File: src/rtl/spell_commit.sv
// spell_commit: commit/writeback stage of the Spell stack CPU.
// Retires one decoded bundle from execute per accepted transaction:
// stack-file writes, sp/pc update, an optional memory write handshake,
// an optional delay countdown and an optional sleep until woken.
// Owns the 32x8 stack file and feeds the two top entries back to execute.
//
// Ports:
//   clock, reset                 rising-edge clock, synchronous active-high reset
//   commit_valid / commit_ready  bundle handshake (ready only in IDLE)
//   exec_next_pc, exec_next_sp   pc/sp after the instruction
//   stack_write_count            0/1/2 entries to write (3 behaves as 0)
//   set_stack_top/belowtop       data for the new top / below-top entries
//   memory_write_type/addr/data  memory write request (type 0 = none)
//   delay_amount                 delay units (0 = none), scaled by DELAY_SCALE
//   sleep, wake                  enter sleep after commit / leave sleep
//   pc, sp                       committed architectural state
//   stack_top, stack_belowtop    stack[sp-1], stack[sp-2], combinational
//   mem_req/ack, mem_type/addr/wdata  memory write bus, held while mem_req=1
//   commit_done                  one-cycle pulse when a bundle fully retires
//   sleeping                     high while in SLEEP
module spell_commit #(
  parameter int DELAY_SCALE = 1
) (
  input  logic       clock,
  input  logic       reset,
  input  logic       commit_valid,
  output logic       commit_ready,
  input  logic [7:0] exec_next_pc,
  input  logic [4:0] exec_next_sp,
  input  logic [1:0] stack_write_count,
  input  logic [7:0] set_stack_top,
  input  logic [7:0] set_stack_belowtop,
  input  logic [1:0] memory_write_type,
  input  logic [7:0] memory_write_addr,
  input  logic [7:0] memory_write_data,
  input  logic [7:0] delay_amount,
  input  logic       sleep,
  input  logic       wake,
  output logic [7:0] pc,
  output logic [4:0] sp,
  output logic [7:0] stack_top,
  output logic [7:0] stack_belowtop,
  output logic       mem_req,
  input  logic       mem_ack,
  output logic [1:0] mem_type,
  output logic [7:0] mem_addr,
  output logic [7:0] mem_wdata,
  output logic       commit_done,
  output logic       sleeping
);

  localparam logic [1:0] MEM_NONE = 2'd0;

  typedef enum logic [1:0] {IDLE, MEMWR, DELAY, SLEEP} state_t;

  state_t      state;
  logic [15:0] delay_count;
  logic [7:0]  stack [0:31];

  logic        accept;
  logic [4:0]  top_idx;
  logic [4:0]  below_idx;
  logic [15:0] delay_load;

  assign accept    = commit_valid && (state == IDLE);
  // 5-bit arithmetic gives the modulo-32 wrap for free.
  assign top_idx   = exec_next_sp - 5'd1;
  assign below_idx = exec_next_sp - 5'd2;
  // Counter is loaded with N-1 so that ready stays low for exactly N cycles.
  assign delay_load = 16'(32'(delay_amount) * 32'(DELAY_SCALE) - 32'd1);

  assign commit_ready   = (state == IDLE);
  assign sleeping       = (state == SLEEP);
  assign stack_top      = stack[sp - 5'd1];
  assign stack_belowtop = stack[sp - 5'd2];

  // Stack file is deliberately not reset; writes are suppressed during reset.
  always_ff @(posedge clock) begin
    if (!reset && accept) begin
      if (stack_write_count == 2'd1 || stack_write_count == 2'd2)
        stack[top_idx] <= set_stack_top;
      if (stack_write_count == 2'd2)
        stack[below_idx] <= set_stack_belowtop;
    end
  end

  always_ff @(posedge clock) begin
    if (reset) begin
      state       <= IDLE;
      pc          <= 8'd0;
      sp          <= 5'd0;
      mem_req     <= 1'b0;
      mem_type    <= MEM_NONE;
      mem_addr    <= 8'd0;
      mem_wdata   <= 8'd0;
      commit_done <= 1'b0;
      delay_count <= 16'd0;
    end else begin
      commit_done <= 1'b0;
      case (state)
        IDLE: begin
          if (commit_valid) begin
            pc <= exec_next_pc;
            sp <= exec_next_sp;
            // Memory write outranks delay, which outranks sleep.
            if (memory_write_type != MEM_NONE) begin
              state     <= MEMWR;
              mem_req   <= 1'b1;
              mem_type  <= memory_write_type;
              mem_addr  <= memory_write_addr;
              mem_wdata <= memory_write_data;
            end else if (delay_amount != 8'd0) begin
              state       <= DELAY;
              delay_count <= delay_load;
            end else if (sleep) begin
              state <= SLEEP;
            end else begin
              commit_done <= 1'b1;
            end
          end
        end
        MEMWR: begin
          if (mem_ack) begin
            mem_req     <= 1'b0;
            state       <= IDLE;
            commit_done <= 1'b1;
          end
        end
        DELAY: begin
          if (delay_count == 16'd0) begin
            state       <= IDLE;
            commit_done <= 1'b1;
          end else begin
            delay_count <= delay_count - 16'd1;
          end
        end
        SLEEP: begin
          if (wake) begin
            state       <= IDLE;
            commit_done <= 1'b1;
          end
        end
        default: state <= IDLE;
      endcase
    end
  end

endmodule

File: config.mk
export PLATFORM = sky130hd
export DESIGN_NAME = spell_commit
export DESIGN_NICKNAME = d
export VERILOG_FILES = /design/src/rtl/spell_commit.sv
export SDC_FILE = /design/constraint.sdc
export NUM_CORES = 1
export LEC_CHECK = 0
export BUFFER_PORTS_ARGS = -buffer_cell sky130_fd_sc_hd__buf_2
export CAP_MARGIN = 5
export CORE_MARGIN = 2
export CORE_UTILIZATION = 50
export DETAILED_ROUTE_END_ITERATION = 10
export PLACE_DENSITY = 0.78
export SLEW_MARGIN = 20
export SYNTH_ARGS = -nofsm -noshare
export SYNTH_HDL_FRONTEND = slang
export SYNTH_SLANG_ARGS = --single-unit
File: constraint.sdc
create_clock -name clock -period 4.4 [get_ports clock]
set_input_delay 0.44 -clock clock [delete_from_list [all_inputs] [get_ports clock]]
set_output_delay 0.44 -clock clock [all_outputs]
set_load 0.03 [all_outputs]
Yosys cells after proc, flatten, opt, wreduce, memory -nomap -nowiden
Memory sizes are Yosys's and may differ from the RTL's.
Cells that the tools add are included.
- mux-type cells: 31
- eq/ne operators: 14
- add/subtract/negate cells: 6
- reduce and logical (&&, ||, !) cells: 15
- operators by type and width (cell ; count):
    16-bit two-way mux ; 4
    16-bit case mux with 2 select lines ; 1
    16-bit logical NOT ; 1
    1-bit two-way mux ; 16
    16-bit by 1-bit subtractor with 16-bit output (second input constant) ; 1
    2-bit two-way mux ; 7
    2-bit inequality test (second input constant) ; 6
    5-bit AND reduction ; 2
    5-bit by 1-bit subtractor with 5-bit output (second input constant) ; 2
    5-bit by 2-bit subtractor with 5-bit output (second input constant) ; 2
    8-bit by 1-bit subtractor with 9-bit output (second input constant) ; 1
    2-bit case mux with 4 select lines ; 1
    8-bit nonzero test ; 1
    2-bit equality test (second input constant) ; 3
    2-bit nonzero test ; 3
    2-bit by 1-bit equality test with 1-bit output (second input constant) ; 2
    2-bit by 1-bit inequality test with 1-bit output (second input constant) ; 2
    4-bit by 1-bit inequality test with 1-bit output (second input constant) ; 1
    1-bit case mux with 4 select lines ; 1
    4-bit AND reduction ; 1
    3-bit AND reduction ; 1
    1-bit logical AND ; 2
    2-bit logical NOT ; 1
    1-bit case mux with 2 select lines ; 1
    3 further kinds ; 3
- memories kept: 1
- bits in writable memories: 256
- word-level logic and storage cells: 76
- output and inout port bits: 51
- flip-flop bits (word level): 51
- memories (memory ; words ; bits a word ; read ports ; clocked after Yosys merged registers in ; write ports ; RTL line ; source):
    stack ; 32 ; 8 ; 2 ; 0 ; 2 ; 58 ; logic [7:0] stack [0:31];

Depth between registers and ports, before layout
- depth in word-level cells: 5
- mapped depth: 12
- depth with buffers taken out: 7

Worst setup path after synthesis
Ideal clock, no wire load.
- kind: register -> output
- start point: register sp[0]
- end point: output port stack_top[5]
- required time: 3.960 ns
- cell stages (with the launch flop): 13
- arrival time: 3.627 ns
- setup slack: 0.333 ns
- path buffers: 6
- cells stage by stage: dfxtp_1 clkbuf_1 buf_2 buf_2 buf_1 inv_1 ha_1 buf_2 buf_1 mux4_2 mux2i_1 a32oi_1 and3_1
- word-level cells in the longest chain between the ends: 2
- RTL lines (item ; RTL line ; source):
    from (decl) ; 40 ; output logic [4:0] sp,
    from (signal assigned) ; 104 ; sp <= exec_next_sp;
    5-bit by 1-bit subtractor with 5-bit output ; 74 ; assign stack_top = stack[sp - 5'd1];
    memory read 32 x 8 bit ; n/a ;
    to (decl) ; 41 ; output logic [7:0] stack_top,
Every way passes these cells.

Worst setup path in the final report
- start point: register sp[1]
- end point: output port stack_top[5]
The elaborated chain is that of the path after synthesis.

==> qor.yml <==
vias: 12767
path_class: "register to primary output"
fin_worst_skew_ns: 0.0196
p_int_w: 0.00531
cts.sinks: 307
cts_resized: 0
fin_cells: 1892
htreeDepth: 2
wl_per_cell_um: 27.1
critPathCaptureType: "primary output"
die_area_um2: 37700
nets: 1474
cap_violations: 0
numCtsBuffers: 35
pwr_density_cell_nw_per_um2: 370
power_leakage_nw: 6.71
place.gp.congestion: 1.01
synth_nets: 1414
worstHoldPathType: "input port to register"
drt_iter0_drc: 1646
rows: 69
rsz0062_at_grt: "no"
max_freq_mhz: 243
post-dp-hpwl_um: 34200
die_w_um: 194
multi_input_area_um2: 8930
post_cts_buffers: 0
synth_seq_area_share_pct: 48.1
cts_buffer_depth: 3
drc_errors: 0
status: "finished clean"
setup_viol: 0
fin_crit_sh_pct: 93.6
fillCellCount: 2825
syn2layout_area_growth_pct: 11.3
top_usage_layer: "met2"
globalRouteOverflowTotal: 0
dpl.cell_count: 1827
antenna_found_initial: 4
async_flop_share_pct: 0
seq_area_um2: 8720
postSynthAreaPerCell_um2: 13.5
grt_first_pass_wirelength_um: 77300
track_usage_pct: 27.0
slew_violations: 0
wl_um: 51300
vias_per_cell: 6.75
ys_warn_count: 0
holdWs_ns: 0.161
vdd_drop_max_mv: 0.286
p_switching_w: 0.00215
numPortBuffers: 113
utilization_pct: 56.6
drtPass1Iterations: 9
grt_max_degree: 132
die_y_um: 194
clock-root-buffer: "clkbuf_16"
critPathMaxFanout: 32
swShare_pct: 28.8
drive_gt1_share_pct: 43.2
met1_usage_pct: 36.5
tightest_slew_ns: 1.14
synth_flop_cell: "edfxtp_1"
core_um2: 35600
synth_seq_cells: 307
grt_pass1_vias: 12474
crit_path_start_kind: "register"
cp.required_ns: 3.96
fin_tns_setup_ns: 0
ant_nets: 0
met3_usage_pct: 6.84
pwr-share-comb_pct: 20.5
layout_min_cycle_time_ns: 4.12
netlist_area_um2: 18100
synth_edf_count: 256
seqPwrFrac_pct: 43.1
arrival_ns: 3.68
insertion_delay_ns: 0.51
ys_types: 63
power.clock.fraction_pct: 36.3
grtUsageMet2_pct: 43.5
max_slew_margin_pct: 23.7
hold_buffers: 0
synthCells: 1343
cts_tree: "built"
hold_viol: 0
ios: 114
initial_utilization_pct: 50.9
cts.reportedPaths.clkPinSlew_ns: 0.06
## layer usage
layer,routed length [um],up-vias
li1,-,5391
met1,19500,6476
met2,24200,777
met3,5930,123
met4,1680,0
met5,0,-
## worst paths after layout
path / end / slack, ns / cells past startpoint / start
max reg2reg: stack[10][2] / 1.24 / 4 / state[0]
max: stack_top[5] / 0.28 / 8 / sp[1]
min reg2reg: mem_wdata[1] / 0.45 / 2 / mem_wdata[1]
min: mem_addr[0] / 0.16 / 3 / memory_write_addr[0]
## sequential cells by signal, summed over array words and instances (netlist names)
register,cells
state,2
delay_count,16
mem_req,1
mem_wdata,8
pc,8
stack,256
commit_done,1
mem_addr,8
mem_type,2
sp,5
## cells in the final DEF (no fill, tap or decap), types with 10 or more instances in the layout
cell and instances:
a21oi_1 51, nand2_1 156, mux2_2 254, nor2_1 24, buf_2 113, clkbuf_16 35, nor2_2 13, mux2i_1 35
inv_1 14, nand2_2 11, nand3_1 29, mux4_2 128, buf_4 29, dfxtp_1 49, o21ai_0 24, o22ai_1 14
and3_1 10, nor3_1 13, edfxtp_1 256, xnor2_1 10
## power groups by stage
| stage | combinational, W | clock, W | sequential (W) |
|---|---|---|---|
| CTS | 0.00150 | 0.00274 | 0.00322 |
| detailed placement | 0.00149 | 0 | 0.00328 |
| global placement | 0.00146 | 0 | 0.00327 |
| global route | 0.00161 | 0.00285 | 0.00322 |
| finish | 0.00153 | 0.00271 | 0.00322 |
| floorplan | 0.00101 | 0 | 0.00330 |
## critical path: stages (launching register included)
cell	delay, ns
dfxtp_4	0.34
inv_1	0.13
ha_4	0.16
nor3b_1	0.83
xor2_4	0.83
mux2i_1	0.22
a32oi_1	0.20
and3_1	0.23
buf_2	0.22
## synthesized netlist by cell type, drive strengths merged (11+ instances only)
master    n  area, um^2
o22ai    16         100
o21ai    32         160
edfxtp  256        7690
nand3    30         155
clkbuf   92         345
xnor2    11        96.3
mux4    128        2880
dfxtp    51        1020
inv      14        52.6
nor3     15        85.1
buf      29         145
mux2i    35         350
nor2     41         214
nand2   167         654
mux2    256        2880
a21oi    51         255
## logic make-up after synthesis
kind of cell             synth area share [%]
XOR/XNOR                                0.968
AO/OA/AOI/OAI                            5.56
multiplexers                             33.8
flip-flops                               48.1
adder cells (fa/ha/maj)                 0.553
AND/OR/NAND/NOR                          8.00
buffers and inverters                    3.00
## metrics by stage
step           total power, W  setup WS [ns]  area, um^2
2_1_floorplan         0.00431          0.333       18100
3_3_place_gp          0.00474           1.04       19100
3_5_place_dp          0.00477          0.924       19100
4_1_cts               0.00745          0.344       20100
5_1_grt               0.00768          0.132       20100
6_report              0.00745          0.282       20100
## layout make-up
| class | count | area share [%] |
|---|---|---|
| Antenna cell | 4 | 0.0497 |
| Clock buffer | 46 | 4.65 |
| Clock inverter | 15 | 0.497 |
| Inverter | 14 | 0.261 |
| Multi-Input combinational cell | 901 | 44.3 |
| Sequential cell | 307 | 43.3 |
| Tap cell | 461 | 2.86 |
| Timing Repair Buffer | 144 | 4.09 |
Power figures use the tool's default switching activity.
